[config.mk]
export PLATFORM = sky130hd
export DESIGN_NAME = ram_readout_ctrl
export DESIGN_NICKNAME = d
export VERILOG_FILES = /design/src/rtl/ram_readout_ctrl.sv
export SDC_FILE = /design/constraint.sdc
export NUM_CORES = 1
export LEC_CHECK = 0
export CORE_UTILIZATION = 40
export CTS_BUF_LIST = sky130_fd_sc_hd__clkbuf_16
export DETAILED_ROUTE_END_ITERATION = 8
export GPL_TIMING_DRIVEN = 0
export PLACE_DENSITY = 0.58
export SLEW_MARGIN = 20
export SYNTH_ARGS = -nofsm -noshare
export SYNTH_HDL_FRONTEND = slang
export SYNTH_SLANG_ARGS = --single-unit
export TNS_END_PERCENT = 30
[constraint.sdc]
create_clock -name clk -period 4.15 [get_ports clk]
set_input_delay 0.415 -clock clk [delete_from_list [all_inputs] [get_ports clk]]
set_output_delay 0.415 -clock clk [all_outputs]
set_load 0.005 [all_outputs]
[src/rtl/ram_readout_ctrl.sv]
`default_nettype none
// ============================================================================
// Module      : ram_readout_ctrl
// Description : Reads a window of a circular RAM buffer and emits it as a
//               framed stream: header, length, data words, XOR checksum.
//               RAM reads are prefetched through a 2-entry FIFO so the
//               stream can sustain one word per cycle under backpressure.
// Revision    : 1.0 - initial release
// ============================================================================
module ram_readout_ctrl #(
    parameter int                 ADDR_W    = 15,
    parameter int                 DATA_W    = 16,
    parameter int                 LAST_ADDR = 25000,
    parameter logic [DATA_W-1:0]  HDR_WORD  = 16'hA5C3
) (
    input  logic              clk,
    input  logic              rst_n,
    input  logic              start,
    input  logic [ADDR_W-1:0] start_addr,
    input  logic [ADDR_W-1:0] length,
    output logic [ADDR_W-1:0] rd_addr,
    output logic              rd_ena,
    input  logic [DATA_W-1:0] ram_q,
    input  logic              ram_dval,
    output logic [DATA_W-1:0] tx_data,
    output logic              tx_valid,
    input  logic              tx_ready,
    output logic              tx_sop,
    output logic              tx_eop,
    output logic              busy,
    output logic              done
);

    localparam logic [ADDR_W-1:0] c_last_addr = ADDR_W'(LAST_ADDR);
    localparam logic [ADDR_W-1:0] c_max_len   = ADDR_W'(LAST_ADDR + 1);
    localparam logic [ADDR_W-1:0] c_addr_one  = {{(ADDR_W-1){1'b0}}, 1'b1};

    typedef enum logic [2:0] {
        ST_IDLE = 3'd0,
        ST_HDR  = 3'd1,
        ST_LEN  = 3'd2,
        ST_DATA = 3'd3,
        ST_TRL  = 3'd4
    } state_t;

    state_t             r_state;
    state_t             w_state_nxt;

    logic [ADDR_W-1:0]  r_len;
    logic [ADDR_W-1:0]  r_reads_left;
    logic [ADDR_W-1:0]  r_words_left;
    logic [ADDR_W-1:0]  r_rd_addr;
    logic [DATA_W-1:0]  r_csum;
    logic [DATA_W-1:0]  r_fifo [2];
    logic               r_wr_ptr;
    logic               r_rd_ptr;
    logic [1:0]         r_fifo_cnt;
    logic [1:0]         r_inflight;
    logic               r_done;

    logic               w_tx_valid;
    logic [DATA_W-1:0]  w_tx_data;
    logic               w_tx_sop;
    logic               w_tx_eop;
    logic               w_start_acc;
    logic               w_hs;
    logic               w_pop;
    logic               w_push;
    logic               w_rd_ena;
    logic [2:0]         w_occ;
    logic [ADDR_W-1:0]  w_len_clamp;
    logic [ADDR_W-1:0]  w_addr_clamp;

    // Out-of-range requests are folded back into the valid buffer window.
    assign w_len_clamp  = (length > c_max_len) ? c_max_len : length;
    assign w_addr_clamp = (start_addr > c_last_addr) ? '0 : start_addr;

    assign w_start_acc = (r_state == ST_IDLE) && start;
    assign w_hs        = w_tx_valid && tx_ready;
    assign w_pop       = (r_state == ST_DATA) && w_hs;
    // A late return with nothing outstanding (e.g. right after reset) is dropped.
    assign w_push      = ram_dval && (r_inflight != 2'd0);

    // Slots already claimed after this cycle's pop; never exceeds 2, never underflows.
    assign w_occ    = {1'b0, r_fifo_cnt} + {1'b0, r_inflight} - {2'b00, w_pop};
    assign w_rd_ena = (r_state == ST_DATA) && (r_reads_left != '0) && (w_occ < 3'd2);

    // State register.
    always_ff @(posedge clk) begin
        if (!rst_n) begin
            r_state <= ST_IDLE;
        end else begin
            r_state <= w_state_nxt;
        end
    end

    // Next-state decode and stream word selection.
    always_comb begin
        w_state_nxt = r_state;
        w_tx_valid  = 1'b0;
        w_tx_data   = '0;
        w_tx_sop    = 1'b0;
        w_tx_eop    = 1'b0;
        case (r_state)
            ST_IDLE: begin
                if (start) begin
                    w_state_nxt = ST_HDR;
                end
            end
            ST_HDR: begin
                w_tx_valid = 1'b1;
                w_tx_data  = HDR_WORD;
                w_tx_sop   = 1'b1;
                if (tx_ready) begin
                    w_state_nxt = ST_LEN;
                end
            end
            ST_LEN: begin
                w_tx_valid = 1'b1;
                w_tx_data  = DATA_W'(r_len);
                if (tx_ready) begin
                    w_state_nxt = (r_len == '0) ? ST_TRL : ST_DATA;
                end
            end
            ST_DATA: begin
                w_tx_valid = (r_fifo_cnt != 2'd0);
                w_tx_data  = r_fifo[r_rd_ptr];
                if ((r_fifo_cnt != 2'd0) && tx_ready && (r_words_left == c_addr_one)) begin
                    w_state_nxt = ST_TRL;
                end
            end
            ST_TRL: begin
                w_tx_valid = 1'b1;
                w_tx_data  = r_csum;
                w_tx_eop   = 1'b1;
                if (tx_ready) begin
                    w_state_nxt = ST_IDLE;
                end
            end
            default: begin
                w_state_nxt = ST_IDLE;
            end
        endcase
    end

    // Frame parameters, read address walk, remaining counts and checksum.
    always_ff @(posedge clk) begin
        if (!rst_n) begin
            r_len        <= '0;
            r_reads_left <= '0;
            r_words_left <= '0;
            r_rd_addr    <= '0;
            r_csum       <= '0;
        end else if (w_start_acc) begin
            r_len        <= w_len_clamp;
            r_reads_left <= w_len_clamp;
            r_words_left <= w_len_clamp;
            r_rd_addr    <= w_addr_clamp;
            r_csum       <= '0;
        end else begin
            if (w_rd_ena) begin
                r_rd_addr    <= (r_rd_addr == c_last_addr) ? '0 : r_rd_addr + c_addr_one;
                r_reads_left <= r_reads_left - c_addr_one;
            end
            if (w_pop) begin
                r_words_left <= r_words_left - c_addr_one;
                r_csum       <= r_csum ^ r_fifo[r_rd_ptr];
            end
        end
    end

    // Two-entry prefetch FIFO fed by RAM returns.
    always_ff @(posedge clk) begin
        if (!rst_n) begin
            r_fifo[0]  <= '0;
            r_fifo[1]  <= '0;
            r_wr_ptr   <= 1'b0;
            r_rd_ptr   <= 1'b0;
            r_fifo_cnt <= 2'd0;
        end else begin
            if (w_push) begin
                r_fifo[r_wr_ptr] <= ram_q;
                r_wr_ptr         <= ~r_wr_ptr;
            end
            if (w_pop) begin
                r_rd_ptr <= ~r_rd_ptr;
            end
            case ({w_push, w_pop})
                2'b10:   r_fifo_cnt <= r_fifo_cnt + 2'd1;
                2'b01:   r_fifo_cnt <= r_fifo_cnt - 2'd1;
                default: r_fifo_cnt <= r_fifo_cnt;
            endcase
        end
    end

    // Count of reads issued to the RAM whose data has not yet returned.
    always_ff @(posedge clk) begin
        if (!rst_n) begin
            r_inflight <= 2'd0;
        end else begin
            case ({w_rd_ena, w_push})
                2'b10:   r_inflight <= r_inflight + 2'd1;
                2'b01:   r_inflight <= r_inflight - 2'd1;
                default: r_inflight <= r_inflight;
            endcase
        end
    end

    // Completion pulse in the cycle after the trailer is taken.
    always_ff @(posedge clk) begin
        if (!rst_n) begin
            r_done <= 1'b0;
        end else begin
            r_done <= (r_state == ST_TRL) && w_hs;
        end
    end

    assign rd_addr  = r_rd_addr;
    assign rd_ena   = w_rd_ena;
    assign tx_data  = w_tx_data;
    assign tx_valid = w_tx_valid;
    assign tx_sop   = w_tx_sop;
    assign tx_eop   = w_tx_eop;
    assign busy     = (r_state != ST_IDLE);
    assign done     = r_done;

endmodule
`default_nettype wire

After elaboration in Yosys (flattened, before gate mapping) --
Memories as Yosys holds them, arrays and structs flattened. A register that Yosys moved wholly into a read port is not among the register bits. Cells that the tools add are included.
Cells by class: mux-type cells 31, magnitude comparators 3, bitwise gates (word level) 4, add/subtract/negate cells 9, equality and inequality tests 15, reductions and logical operators 23
Operators with widths (number):
- $mux W15 | 9
- $pmux W16 S4 | 1
- $gt A15 B15 Y1 const B | 2
- $sub A15 B1 Y15 const B | 2
- $mux W3 | 6
- $mux W16 | 1
- $reduce_or A16 Y1 | 1
- $xor A16 B16 Y16 | 1
- $add A15 B1 Y15 const B | 1
- $eq A15 B1 Y1 const B | 1
- $eq A15 B15 Y1 const B | 1
- $logic_not A15 Y1 | 1
- $pmux W3 S5 | 1
- $reduce_bool A15 Y1 | 1
- $reduce_bool A2 Y1 | 6
- $mux W1 | 10
- $logic_and A1 B1 Y1 | 9
- $ne A2 B2 Y1 const B | 4
- $pmux W2 S2 | 2
- $eq A3 B2 Y1 const B | 2
- $reduce_and A5 Y1 | 1
- $add A2 B1 Y2 const B | 2
- $eq A2 B1 Y1 const B | 2
- $eq A2 B2 Y1 const B | 2
- 13 further kinds | 16
Word-level totals: output and inout port bits 37, RAM bits 32, bits of input ports 51, memories kept 1, register bits after elaboration 86
Memory list:
- r_fifo | words 2, width 16, rd ports 1, clocked after Yosys merged registers in 1, wr ports 2, line 54 | logic [DATA_W-1:0] r_fifo [2];

Logic depth before layout (Yosys ltp) --
Gate-level depths: netlist (run 1).
depth in word-level cells 10, depth in mapped cells 15, mapped depth without buffers 13

Least setup slack after synthesis (run 1) --
Ideal clock, no wire load.
kind register to register, from register r_state[1], to register r_inflight[1], arrival time 3.307 ns, library setup time 0.070 ns, path slack 0.772 ns, data required time 4.080 ns, stages on the path, launching flop included 15, clock period less this slack 3.378 ns, path through dfxtp_1 -> buf_2 -> and3b_1 -> nand2_1 -> clkinv_1 -> ha_1 -> nand2b_1 -> fa_1 -> xor2_1 -> and3_1 -> clkbuf_1 -> nand2_1 -> ha_1 -> or3_1 -> a21oi_1
Between the ends: word-level cells in the longest chain between the ends 10
RTL lines:
- start: declaration | line 46 | state_t r_state;
- start signal: assignment | line 93 | r_state <= w_state_nxt;
- $eq A3 B3 Y1, or another cell as far along | line 104 | case (r_state)
- $reduce_or A3 Y1 (no source line)
- $pmux W1 S2 | line 104
- $logic_and A1 B1 Y1 | line 79 | assign w_hs = w_tx_valid && tx_ready;
- $logic_and A1 B1 Y1 * | line 80 | assign w_pop = (r_state == ST_DATA) && w_hs;
- via w_pop | line 67 | logic w_pop;
- $sub A3 B1 Y3 * | line 85 | assign w_occ = {1'b0, r_fifo_cnt} + {1'b0, r_inflight} - {2'b00, w_pop};
- $lt A3 B2 Y1 * | line 86 | assign w_rd_ena = (r_state == ST_DATA) && (r_reads_left != '0) && (w_occ < 3'd2);
- $logic_and A1 B1 Y1 * | line 86
- $eq A2 B1 Y1 / $eq A2 B2 Y1 (equally long branches) | line 201 | case ({w_rd_ena, w_push})
- $pmux W2 S2 / $reduce_bool A2 Y1 (equally long branches)
- end signal: assignment | line 202 | 2'b10: r_inflight <= r_inflight + 2'd1;
- end signal: assignment | line 203 | 2'b01: r_inflight <= r_inflight - 2'd1;
- end signal: assignment | line 204 | default: r_inflight <= r_inflight;
- end: declaration | line 58 | logic [1:0] r_inflight;
Mark *: on every way through the listed nets, which the timed path passes. The rest lies on a longest branch. A chain may end at the register's enable or synchronous reset.

Worst setup path in the final report (run 1) --
from register r_fifo_cnt[0], to output port rd_ena
Between the ends: word-level cells in the longest chain between the ends 7
RTL lines:
- start: declaration | line 57 | logic [1:0] r_fifo_cnt;
- start signal: assignment | line 189 | 2'b10: r_fifo_cnt <= r_fifo_cnt + 2'd1;
- start signal: assignment | line 190 | 2'b01: r_fifo_cnt <= r_fifo_cnt - 2'd1;
- start signal: assignment | line 191 | default: r_fifo_cnt <= r_fifo_cnt;
- $reduce_bool A2 Y1 | line 126 | w_tx_valid = (r_fifo_cnt != 2'd0);
- $pmux W1 S2 | line 104
- $logic_and A1 B1 Y1 | line 79
- $logic_and A1 B1 Y1 | line 80
- via w_pop | line 67
- $sub A3 B1 Y3 | line 85
- $lt A3 B2 Y1 | line 86
- $logic_and A1 B1 Y1 | line 86
- end: declaration | line 22 | output logic rd_ena,
The timed path passes the listed nets, and every way through them passes these cells.

==> flow_metrics.py, run 1 <==
metrics = {
    "status": {
        "run_status": "complete, no violations",
    },
    "cts": {
        "clkLatencyLatePin_ns": 0.43,
        "h-tree-depth": 4,
        "clkTransAtPathRegs_ns": 0.06,
        "postCtsHoldBufs": 0,
        "cts_tree": "yes",
        "number_of_buffers_added_by_the_clock_tree_synthesis_step": 17,
        "clock_tree.root_cell": "sky130_fd_sc_hd__clkbuf_16",
        "cts.sink_count": 119,
        "clock_path_buffers": 2,
    },
    "grt": {
        "via_count_of_the_first_global_routing_pass": 5833,
        "global_route.overflow_total": 0,
        "overall_global_routing_resource_usage_pct": 25.0,
        "antenna_violations_before_repair": 0,
        "global_route_wire_length_before_repair_mm": 30.5,
        "grt_start_max_net_pins": 17,
    },
    "synthesis": {
        "synth.top_cell.area_share_pct": 28.2,
        "yosysSeqAreaShare_pct": 43.7,
        "cell_accounting_for_the_most_synthesized_area": "sky130_fd_sc_hd__dfxtp_1",
        "synthArstFlopShare_pct": 0,
        "yosys.area_share.xor_xnor_pct": 5.81,
        "syn-instance-count": 712,
        "syn-num-nets": 773,
        "yosys.area_share.adder_pct": 2.15,
        "synth_edf_count": 32,
        "yosys-top-cells-area": "sky130_fd_sc_hd__dfxtp_1 (28%), sky130_fd_sc_hd__edfxtp_1 (16%), sky130_fd_sc_hd__a21oi_1 (6.2%)",
        "synth_common_cells": "sky130_fd_sc_hd__dfxtp_1 (87), sky130_fd_sc_hd__a21oi_1 (77), sky130_fd_sc_hd__nor2_1 (75)",
        "avgSynthCellArea_um2": 8.68,
        "synth.ff_latch_count": 119,
        "synth-compound-area-share_pct": 19.8,
        "synth_top_family_by_area": "simple AND/OR/NAND/NOR gates",
        "ys.flop_type": "sky130_fd_sc_hd__dfxtp_1",
        "synth.most_common_cell": "sky130_fd_sc_hd__dfxtp_1",
        "post_synth_instance_area_um2": 6180,
        "post_synth_num_cell_types": 63,
        "post_synth_and_or_nand_nor_area_fraction_pct": 21.9,
        "multiplexer_area_fraction_after_synthesis_pct": 2.79,
        "synth-warning-count": 0,
    },
    "power_and_ir_drop": {
        "pwr_density_cell_nw_per_um2": 632,
        "vdd_drop_max_mv": 0.355,
        "internal_power_mw": 3.09,
        "total_leakage_power_nw": 2.76,
        "fraction_of_power_spent_switching_nets_pct": 38.3,
        "share_comb_of_total_power_pct": 38.4,
        "seq_power_share_pct": 32.7,
        "net-switching-power_mw": 1.92,
        "clock_power_share_pct": 28.9,
    },
    "final_layout": {
        "num-nets-final": 881,
        "fin_area_um2": 7920,
        "layout-area-overhead-vs-synth_pct": 28.1,
        "n_fill_cell": 1417,
        "drive_gt1_share_pct": 6.72,
        "seq_area_um2": 2700,
        "finalCoreUtilization_pct": 52.3,
        "post_layout_nonfiller_instances": 1021,
        "antenna_cells_inserted": 0,
        "multi_input_area_um2": 3260,
    },
    "die": {
        "floorplan.core_area_um2": 15100,
        "initial_utilization_pct": 40.8,
        "die_area_um2": 16000,
        "fp.dieW_um": 126,
        "die_span_y_um": 126,
        "core.rowCount": 45,
        "ioPinCount": 88,
    },
    "sta": {
        "final_period_minus_worst_setup_slack_ns": 3.94,
        "fin_tns_setup_ns": 0,
        "maxClockFrequency_ghz": 0.254,
        "worst_clock_skew_ns": 0.00909,
        "worstMarginPinSlew_ns": 0.882,
        "period_share_pct": 94.9,
        "report.final.hold_viol_count": 0,
        "final.setup.worst_slack_ns": 0.211,
        "report.final.setup_viol": 0,
        "unrepaired_setup_endpoints_after_global_routing": "false",
        "report.final.slew_viol_count": 0,
        "slew-limit-headroom_pct": 40.7,
    },
    "setup_path": {
        "timing.critical_path.fanout_max": 9,
        "setup.worst_path.class": "flip-flop to output pin",
        "timing.critical_path.max_delay_family": "buffers and inverters",
        "critPathArrivalTime_ns": 3.52,
        "number_of_buffer_and_inverter_stages_on_the_critical_path": 3,
        "start_kind": "flip-flop",
        "regToRegSetupSlack_ns": 0.47,
        "cp_cell_sequence": "o21a_1 -> nand2_1 -> inv_4 -> ha_1 -> nand2b_1 -> fa_1 -> xor2_1 -> and3_4 -> nand2_2 -> inv_2 -> clkdlybuf4s50_1",
        "worst_ep_required_time_ns": 3.73,
        "cp_slowest_stage_delay_ns": 0.50,
        "cp-end-kind": "output pin",
        "critPathSlowestCell": "sky130_fd_sc_hd__clkdlybuf4s50_1",
    },
    "placement": {
        "post-dp-hpwl_mm": 14.5,
        "detailed_place.area_um2": 7310,
        "preCtsSetupSlack_ns": -0.553,
        "gpl.final_weighted_congestion": 0.893,
        "placedCellCount": 988,
        "port_buf_inserts": 86,
    },
    "flow_run": {
        "drv.max_cap_violation_count": 0,
    },
    "drt": {
        "drt-vias-per-instance": 5.77,
        "drt-total-wl_mm": 19.3,
        "drt_iter0_markers": 572,
        "detail_route.wl_per_cell_um": 18.9,
        "route.vias.total": 5896,
        "drt_pre_antenna_iters": 5,
        "detail-route-antenna-nets": 0,
        "remaining_drc_errors": 0,
    },
    "min_path": {
        "min_path_type": "flip-flop to flip-flop",
    },
}
-- routing by layer --
layer	part of all wire [%]	global-route usage (%)	vias to the layer above	routed length, um
met5	0	0	-	0
met4	1.8	8.43	0	354
met3	6.0	6.12	36	1160
met2	48	42.5	214	9290
met1	44	31.0	2822	8500
li1	-	-	2824	-
-- layout make-up --
type                    count  area share [%]
plain buffers              39            1.96
clock buffers              17            5.37
well taps                 188            2.97
repair buffers             90            11.4
multi-input cells         532            41.2
clock inverters            15            1.99
inverters                  21            1.03
flip-flops and latches    119            34.1
-- worst register-to-register path: cells and delay by family (launching register included) --
kind	cells	cell delay [ns]
compound gates	4	1.16
flops	1	0.49
buf+inv	2	0.62
fa+ha+maj	2	0.63
simple gates	3	0.47
xor+xnor	1	0.22
-- power by group through the flow --
stage / clock [mW] / sequential, mW / combinational, mW
floorplan: 0 / 1.59 / 1.17
global placement: 0 / 1.65 / 1.85
detailed placement: 0 / 1.65 / 1.88
CTS: 1.46 / 1.63 / 1.90
global route: 1.51 / 1.66 / 2.11
finish: 1.45 / 1.64 / 1.92
-- layout by cell type, fill, tap and decap left out, drive strengths merged, types with 4 or more instances in the layout --
cell type      Yosys  layout
a211oi             8       8
a21o               4       4
a21oi             77      77
a221oi             6       6
a22oi             12      12
and2              35      35
and4               4       4
buf                9      13
clkbuf            31      47
clkdlybuf4s50      0      85
clkinv             2       6
clkinvlp           0       5
dfxtp             87      87
edfxtp            32      32
ha                 9       9
inv               19      23
mux2i             15      15
nand2             50      50
nand3             16      16
nand4             18      18
nand4b             4       4
nor2              75      75
nor3              15      15
nor4              14      14
o21a               4       4
o21ai             45      45
o21bai             4       4
o22ai             16      16
or3                7       7
or4                4       4
xnor2             19      19
xor2              22      22
-- through the flow --
stage | power (mW) | hold slack [ns]
2_1_floorplan | 2.76 | 0.449
3_3_place_gp | 3.50 | 0.466
3_5_place_dp | 3.53 | 0.479
4_1_cts | 4.99 | 0.488
5_1_grt | 5.29 | 0.524
6_report | 5.01 | 0.486
-- timing repair --
action / CTS / global route
pin swaps: 0 / 2
setup buffers: 0 / 2
endpoints found under the setup margin: 2 / 1
gates resized for setup: 4 / 4
-- cells by family (layout without fill, tap and decap cells) --
family                     count (synthesis)  count (layout)
and+or+nand+nor                          262             262
AOI/OAI and AO/OA                        202             202
DFF                                      119             119
buffers and inverters                     61             182
xor gates and xnor gates                  41              41
muxes                                     17              17
adders and majority gates                 10              10
-- final timing paths --
kind	startpoint	end	cells past startpoint
min reg2reg	r_len[11]	r_len[11]	2
max reg2reg	r_fifo_cnt[0]	r_reads_left[12]	12
min	r_len[11]	r_len[11]	2
max	r_fifo_cnt[0]	rd_ena	11
-- registers in the layout (all words and copies together) (netlist names), 3 cells and up, named ones only --
| name | flops |
|---|---|
| r_fifo | 32 |
| r_csum | 16 |
| r_state | 3 |
| rd_addr | 15 |
| r_reads_left | 15 |
| r_words_left | 15 |
| r_len | 15 |
Power figures use the tool's default switching activity.
==> run 2, diff against run 1 <==
==> constraint.sdc (replaced) <==
create_clock -name clk -period 4.15 [get_ports clk]
set_input_delay 0.415 -clock clk [delete_from_list [all_inputs] [get_ports clk]]
set_output_delay 0.415 -clock clk [all_outputs]
set_load 0.05 [all_outputs]
==> run 2 against run 1 <==
Combinational power increased by 21%; die area is the same; via count increased by 0.31%; register-to-register slack lost 0.13 ns; critical path depth rose by 1; sequential power barely moved; power is 8.1% higher; core utilization shrank 0.19 points; sequential cell count unchanged; worst hold slack gained 0.0016 ns; non-clock buffer count shrank 2.
==> flow_metrics.py, run 2 (synthesized netlist as in run 1, its figures left out) <==
metrics = {
    "cts": {
        "cts.sink_count": 119,
        "clkLatencyLatePin_ns": 0.43,
        "number_of_buffers_added_by_the_clock_tree_synthesis_step": 17,
        "postCtsSetupBuffers": 0,
        "clock_tree.root_cell": "sky130_fd_sc_hd__clkbuf_16",
        "clock_path_buffers": 2,
        "h-tree-depth": 4,
        "post_cts_resize_count": 5,
        "clkTransAtPathRegs_ns": 0.05,
        "postCtsHoldBufs": 0,
        "cts_tree": "yes",
    },
    "final_layout": {
        "fin_area_um2": 7890,
        "layout-area-overhead-vs-synth_pct": 27.6,
        "largest_register_ff_count": 32,
        "num-nets-final": 879,
        "drive_gt1_share_pct": 6.38,
        "seq_area_um2": 2700,
        "n_fill_cell": 1422,
        "biggestRegsByFlops": "r_fifo (32), r_csum (16)",
        "post_layout_nonfiller_instances": 1019,
        "layout.cells.most_common": "sky130_fd_sc_hd__dfxtp_1",
        "top_library_cells_by_usage_in_the_layout_fill_and_taps_aside": "sky130_fd_sc_hd__dfxtp_1 (87), sky130_fd_sc_hd__clkdlybuf4s50_1 (85), sky130_fd_sc_hd__a21oi_1 (77)",
        "top_register": "r_fifo",
        "antenna_cells_inserted": 0,
        "finalCoreUtilization_pct": 52.1,
        "multi_input_area_um2": 3250,
    },
    "power_and_ir_drop": {
        "internal_power_mw": 3.08,
        "clock_power_share_pct": 26.7,
        "pwr_density_cell_nw_per_um2": 686,
        "total_leakage_power_nw": 2.74,
        "net-switching-power_mw": 2.33,
        "share_comb_of_total_power_pct": 43.0,
        "fraction_of_power_spent_switching_nets_pct": 43.1,
        "seq_power_share_pct": 30.2,
        "vdd_drop_max_mv": 0.402,
    },
    "setup_path": {
        "cp-end-kind": "output pin",
        "cp_slowest_stage_delay_ns": 0.63,
        "cp_cell_sequence": "clkdlybuf4s50_1 -> o21a_1 -> nand2_1 -> clkinv_2 -> ha_1 -> nand2b_1 -> fa_1 -> xor2_1 -> and3_2 -> nand2_2 -> inv_1 -> buf_2",
        "number_of_buffer_and_inverter_stages_on_the_critical_path": 4,
        "timing.critical_path.fanout_max": 9,
        "worst_ep_required_time_ns": 3.73,
        "setup.worst_path.class": "primary input to output pin",
        "timing.critical_path.max_delay_family": "buffers and inverters",
        "critPathSlowestCell": "sky130_fd_sc_hd__clkdlybuf4s50_1",
        "start_kind": "primary input",
        "regToRegSetupSlack_ns": 0.34,
        "critPathArrivalTime_ns": 3.54,
    },
    "grt": {
        "grt_start_max_net_pins": 17,
        "via_count_of_the_first_global_routing_pass": 5830,
        "gr-usage-met1_pct": 31.0,
        "gr_layer_usage_met2_pct": 42.5,
        "overall_global_routing_resource_usage_pct": 25.0,
        "antenna_violations_before_repair": 0,
        "global_route_wire_length_before_repair_mm": 30.5,
        "groute.layer.met3.usage_pct": 6.12,
        "grt_busiest_layer": "met2",
        "global_route.overflow_total": 0,
    },
    "die": {
        "fp.dieW_um": 126,
        "floorplan.core_area_um2": 15100,
        "core.rowCount": 45,
        "ioPinCount": 88,
        "die_span_y_um": 126,
        "initial_utilization_pct": 40.8,
        "die_area_um2": 16000,
    },
    "drt": {
        "drt_iter0_markers": 496,
        "remaining_drc_errors": 0,
        "detail-route-antenna-nets": 0,
        "drt_pre_antenna_iters": 5,
        "drt-total-wl_mm": 19.3,
        "detail_route.wl_per_cell_um": 18.9,
        "route.vias.total": 5914,
        "drt-vias-per-instance": 5.80,
    },
    "placement": {
        "detailed_place.area_um2": 7310,
        "preCtsSetupSlack_ns": -0.856,
        "placedCellCount": 988,
        "port_buf_inserts": 86,
        "gpl.final_weighted_congestion": 0.893,
        "post-dp-hpwl_mm": 14.5,
    },
    "sta": {
        "period_share_pct": 95.4,
        "report.final.hold_viol_count": 0,
        "worst_clock_skew_ns": 0.00928,
        "final.setup.worst_slack_ns": 0.190,
        "final_period_minus_worst_setup_slack_ns": 3.96,
        "report.final.setup_viol": 0,
        "report.final.slew_viol_count": 0,
        "maxClockFrequency_ghz": 0.253,
        "unrepaired_setup_endpoints_after_global_routing": "false",
        "slew-limit-headroom_pct": 43.8,
        "worstMarginPinSlew_ns": 0.837,
    },
    "status": {
        "run_status": "complete, no violations",
    },
    "min_path": {
        "min_path_type": "flip-flop to flip-flop",
    },
    "flow_run": {
        "drv.max_cap_violation_count": 0,
    },
}
run 2: cell types whose count changed in the layout (fill, tap and decap cells not counted), sizes merged:
cell          previous run  this run
buf                     13        12
inv                     23        22
dlymetal6s2s             1         0
clkinv                   6         7
run 2: stage by stage:
| stage | TNS (ns) | total power, mW | hold slack (ns) |
|---|---|---|---|
| detailed placement | -4.77 | 3.96 | 0.479 |
| finish | 0 | 5.41 | 0.488 |
| floorplan | 0 | 3.18 | 0.449 |
| global placement | -3.79 | 3.92 | 0.466 |
| global route | 0 | 5.70 | 0.524 |
| CTS | 0 | 5.41 | 0.488 |
run 2: final cells by class:
class,instances,area share [%]
tap,188,2.98
sequential,119,34.3
clock inverter,15,2.00
multi-input combinational,532,41.2
timing repair buffer,88,11.1
buffer,39,1.97
inverter,21,1.02
clock buffer,17,5.39
run 2: path summary, 6_finish.rpt:
path / start / end / depth (start not counted)
worst min register to register: r_len[11] / r_len[11] / 2
worst max-delay path: tx_ready / rd_ena / 12
worst min-delay path: r_len[11] / r_len[11] / 2
worst max register to register: r_state[1] / r_reads_left[12] / 13
run 2: routing by layer:
layer / vias to the layer above / wire length [um]
met1: 2838 / 8560
met3: 38 / 1090
met5: - / 0
li1: 2823 / -
met4: 0 / 393
met2: 215 / 9240
run 2: power groups by stage:
| stage | registers [mW] | clock network (mW) | logic, mW |
|---|---|---|---|
| finish | 1.64 | 1.45 | 2.33 |
| global placement | 1.65 | 0 | 2.27 |
| detailed placement | 1.65 | 0 | 2.30 |
| floorplan | 1.71 | 0 | 1.47 |
| CTS | 1.63 | 1.46 | 2.32 |
| global route | 1.67 | 1.51 | 2.52 |
run 2: worst reg2reg max path, stage by stage (launching register included):
cell and delay, ns:
sky130_fd_sc_hd__dfxtp_1 0.30, sky130_fd_sc_hd__buf_2 0.18, sky130_fd_sc_hd__and3b_1 0.33, sky130_fd_sc_hd__nand2_1 0.14, sky130_fd_sc_hd__clkinv_2 0.17, sky130_fd_sc_hd__ha_1 0.25, sky130_fd_sc_hd__nand2b_1 0.15, sky130_fd_sc_hd__fa_1 0.39
sky130_fd_sc_hd__xor2_1 0.21, sky130_fd_sc_hd__nand3_1 0.19, sky130_fd_sc_hd__o21ai_1 0.61, sky130_fd_sc_hd__clkbuf_1 0.47, sky130_fd_sc_hd__o21ai_0 0.17, sky130_fd_sc_hd__a21oi_1 0.16
==> edit 1: new RTL, settings of run 2 <==
Re-encode `state_t` (5 states) as one-hot, 5 bits wide.
--- a/src/rtl/ram_readout_ctrl.sv
+++ b/src/rtl/ram_readout_ctrl.sv
@@ -37,8 +37,8 @@
 
-    typedef enum logic [2:0] {
-        ST_IDLE = 3'd0,
-        ST_HDR  = 3'd1,
-        ST_LEN  = 3'd2,
-        ST_DATA = 3'd3,
-        ST_TRL  = 3'd4
+    typedef enum logic [4:0] {
+        ST_IDLE = 5'b00001,
+        ST_HDR  = 5'b00010,
+        ST_LEN  = 5'b00100,
+        ST_DATA = 5'b01000,
+        ST_TRL  = 5'b10000
     } state_t;
Check against the original RTL: same outputs for any inputs over 4 cycles, from zero or initial values and one cycle with rst_n low; so few cycles prove little.
==> edit 1 against run 2 <==
Global-route usage up 0.99 points. Setup slack better by 0.0086 ns. Routed wire length up 8.1%. Design area up 4.4%. Final cell count up 3.1%. Sequential share of layout area down 0.97 points. Area after synthesis up 4.8%. Clock skew down 0.0011 ns. Core utilization about the same. Sequential cell count up 2. Critical path type unchanged. Critical endpoint unchanged.
Power is not compared: it rests on default switching activity, and its combinational part moved more than twofold at a synthesized area within 25%.
==> edit 1: results (changes against run 2) <==
[status]
run_status=completed

[critical_path]
setup.reg_to_reg.worst_slack_ns=0.26  ; -0.08 ns
timing.rr.end=r_inflight[1]

[detailed_routing]
initialDrtViolationCount=500  ; +0.81%
route.vias.total=6126  ; +3.6%
m1WireLength_um=9189  ; +7.3%
met3_wirelength_um=1250  ; +15%
totalWireLength_um=20840  ; +8.1%
met2_wirelength_um=9652  ; +4.5%

[cells_and_area]
nNonClkInverters=26  ; +24%
final_net_count=883  ; +0.46%
fillerInstances=1504  ; +5.8%
sequential_cell_area_mm2=0.002743  ; +1.5%
signal_buffer_area_fraction=0.1334  ; +0.002346
final.signal_buffer_count=133  ; +4.7%
post_layout_nonfiller_instances=1051  ; +3.1%
clock_tree_area_fraction=0.06562  ; -0.008298
final_layout_size_suffix_gt1_frac=0.08982  ; +0.02604
multi_input_cells=523  ; -1.7%
number_of_flip_flops_and_latches=121  ; +1.7%
post-route-cell-area_mm2=0.008237  ; +4.4%
multi_input_combinational_area_share=0.4225  ; +0.01002

[timing]
hold_slack_ns=0.4776  ; -0.01001 ns
finClkSkew_ns=0.008182  ; -0.001102 ns
worst_slew_pin_slew_ns=0.9914  ; +0.1543 ns
final_critical_path_time_including_i_o_delays_and_setup_ns=3.951  ; -0.008636 ns

[synth]
synth_mux_area_frac=0.02472  ; -0.003205
post_synthesis_compound_gate_area_fraction=0.2163  ; +0.01820
synth_xor_area_frac=0.04732  ; -0.01076
ys_top_cells_by_area=sky130_fd_sc_hd__dfxtp_1 (28%), sky130_fd_sc_hd__edfxtp_1 (15%), sky130_fd_sc_hd__and2_1 (3.5%)
synth_top_cells_by_count=sky130_fd_sc_hd__dfxtp_1 (89), sky130_fd_sc_hd__nor2_1 (58), sky130_fd_sc_hd__nand2_1 (44), sky130_fd_sc_hd__a21oi_1 (37), sky130_fd_sc_hd__and2_1 (36)
post_synth_fa_ha_maj_area_fraction=0.02048  ; -0.0009780
postSynth.asyncResetShare=0  ; unchanged
synth.yosys.seq_area_share=0.4234  ; -0.01375

[cts]
cts_repair_resize_count=12  ; +7
cts_post_setup_buffers_inserted=1  ; +1

[place]
detailed_place_hpwl_um=15260  ; +5.6%
routabilityCongestion=0.8972  ; +0.45%
setup_ws_pre_cts_ns=-1.443  ; -0.5877 ns
post_place_cell_area_mm2=0.007634  ; +4.5%

[global_routing]
grt.met1_usage=0.3334  ; +0.02293
grt_pass1_wl_um=32590  ; +6.9%
first_global_vias=5979  ; +2.6%
use_met2=0.4146  ; -0.01048
grt.total_usage=0.2602  ; +0.009931

[floorplanning]
die_area_mm2=0.01671  ; +4.7%

[worst_hold_path]
worstHoldStart=r_len[12]

-- edit 1: cell families after synthesis --
group / after synthesis
xor+xnor: 35
mux: 16
simple gates: 264
flops: 121
compound gates: 198
buf+inv: 68
fa+ha+maj: 10
-- edit 1: critical path, cell delays in order --
cell and delay [ns]:
sky130_fd_sc_hd__clkdlybuf4s50_1 0.54, sky130_fd_sc_hd__nor2b_1 0.15, sky130_fd_sc_hd__clkbuf_4 0.20, sky130_fd_sc_hd__nand3_4 0.13
sky130_fd_sc_hd__clkinv_4 0.16, sky130_fd_sc_hd__ha_1 0.24, sky130_fd_sc_hd__nand2b_1 0.16, sky130_fd_sc_hd__fa_1 0.42
sky130_fd_sc_hd__xor2_2 0.22, sky130_fd_sc_hd__nand4b_4 0.18, sky130_fd_sc_hd__a21o_1 0.19, sky130_fd_sc_hd__buf_4 0.16
sky130_fd_sc_hd__inv_4 0.14, sky130_fd_sc_hd__buf_4 0.22
==> edit 2: new RTL, flow settings as in run 2 <==
Made on the original files. `ADDR_W`: 15 -> 16.
--- a/src/rtl/ram_readout_ctrl.sv
+++ b/src/rtl/ram_readout_ctrl.sv
@@ -10,3 +10,3 @@
 module ram_readout_ctrl #(
-    parameter int                 ADDR_W    = 15,
+    parameter int                 ADDR_W    = 16,
     parameter int                 DATA_W    = 16,
Ports: changed (resized length, rd_addr and start_addr); port bits go from 88 to 91. No check against the original RTL was run, so the function may have changed too.
==> edit 2 against run 2 <==
Synthesized cell count up 4.2%. Sequential cell count up 4. Final cell count up 5.7%. Area after synthesis up 6.5%. Routed wire length up 11%. Combinational power up 2%. Fmax up 0.94%. Setup slack better by 0.037 ns. Clock power down 3%. Design area up 5.6%. Sequential share of layout area down 0.80 points. Worst hold slack worse by 0.034 ns. Via count up 6.7%. Power up 0.34%. Critical endpoint unchanged. Largest cell class unchanged. Largest power group unchanged.
==> edit 2: results (changes against run 2) <==
[timing]
post-route-period-util=0.9452  ; -0.008870
finClkSkew_ns=0.01152  ; +0.002236 ns
worst_slew_pin_slew_ns=1.168  ; +0.3310 ns
hold_slack_ns=0.4535  ; -0.03408 ns

[power_and_ir_drop]
combPwrFrac=0.435  ; +0.005
pwr_density_cell_mw_per_mm2=652.5  ; -4.9%
irDropWorstVdd_mv=0.3327  ; -17%
switching_power_mw=2.339  ; +0.25%
power_leakage_nw=2.864  ; +4.4%

[critical_path]
setup.reg_to_reg.worst_slack_ns=0.31  ; -0.03 ns
critical_path_arrival_ns=3.51  ; -0.03 ns
critical_path.max_stage_delay_ns=0.43  ; -0.20 ns
cpLargestDelayFamily=simple AND/OR/NAND/NOR gates
crit_path_max_fanout=11  ; +2
timing.rr.end=r_reads_left[10]
timing.critical_path.from=r_state[1]
critical_path.slowest_cell=sky130_fd_sc_hd__dfxtp_1
setup.worst_path.end=rd_ena
rr_worst_depth=11  ; -2

[status]
run_status=completed

[global_routing]
grt.total_usage=0.2647  ; +0.01449
grt_pass1_wl_um=33310  ; +9.2%
grt.met1_usage=0.3503  ; +0.03980
use_met2=0.4205  ; -0.004564
first_global_vias=6112  ; +4.8%
grt.met3_usage=0.04756  ; -0.01360

[place]
setup_ws_pre_cts_ns=-0.5863  ; +0.2694 ns
placedCellCount=1048  ; +6.1%
routabilityCongestion=0.8586  ; -3.9%
post_place_cell_area_mm2=0.007774  ; +6.4%
detailed_place_hpwl_um=15680  ; +8.5%
placement.io_buffers=88  ; +2.3%

[detailed_routing]
met3_wirelength_um=1422  ; +31%
m1WireLength_um=9540  ; +11%
totalWireLength_um=21460  ; +11%
routedWlPerCell_um=19.93  ; +5.4%
met2_wirelength_um=9858  ; +6.7%
initialDrtViolationCount=565  ; +14%

[synth]
synthesis.nets=805  ; +4.1%
synth_top_flop_cell=sky130_fd_sc_hd__dfxtp_1
synthesis.instances=742  ; +4.2%
synth_top_cells_by_count=sky130_fd_sc_hd__dfxtp_1 (91), sky130_fd_sc_hd__nor2_1 (69), sky130_fd_sc_hd__nand2_1 (54), sky130_fd_sc_hd__a21oi_1 (39), sky130_fd_sc_hd__o21ai_0 (39)
synth.yosys.seq_area_share=0.4226  ; -0.01459
synth.lib_cells_used.distinct=72  ; +14%
ys_top_cells_by_area=sky130_fd_sc_hd__dfxtp_1 (28%), sky130_fd_sc_hd__edfxtp_1 (15%), sky130_fd_sc_hd__nor2_1 (3.9%)

[cells_and_area]
final_net_count=911  ; +3.6%
final_layout_size_suffix_gt1_frac=0.08479  ; +0.02101

[worst_hold_path]
min_to=r_reads_left[10]
worst_hold_path_cell_count=2  ; unchanged
worstHoldStart=r_reads_left[10]

-- edit 2: cell families (layout without fill, tap and decap cells) --
family / after synthesis / count (layout) / share of synthesized area
xor gates and xnor gates: 42 / 42 / 0.05586
AOI/OAI and AO/OA: 181 / 181 / 0.1887
muxes: 16 / 16 / 0.02470
and+or+nand+nor: 302 / 302 / 0.2451
DFF: 123 / 123 / 0.4226
buffers and inverters: 67 / 186 / 0.04142
adders and majority gates: 11 / 11 / 0.02166
-- edit 2: area by class of cell --
cell class              count  area [µm²]
flip-flops and latches    123        2786
plain buffers              40       171.4
inverters                  24       92.59
multi-input cells         552        3542
fillers                  1523        7675
well taps                 216       270.3
clock inverters            15       128.9
clock buffers              17       425.4
repair buffers             90       908.4
-- edit 2: what timing repair did --
item / CTS / global route
pin swaps: 0 / 0
endpoints found under the setup margin: 7 / 6
resized for setup: 9 / 4
hold buffers: 0 / 0
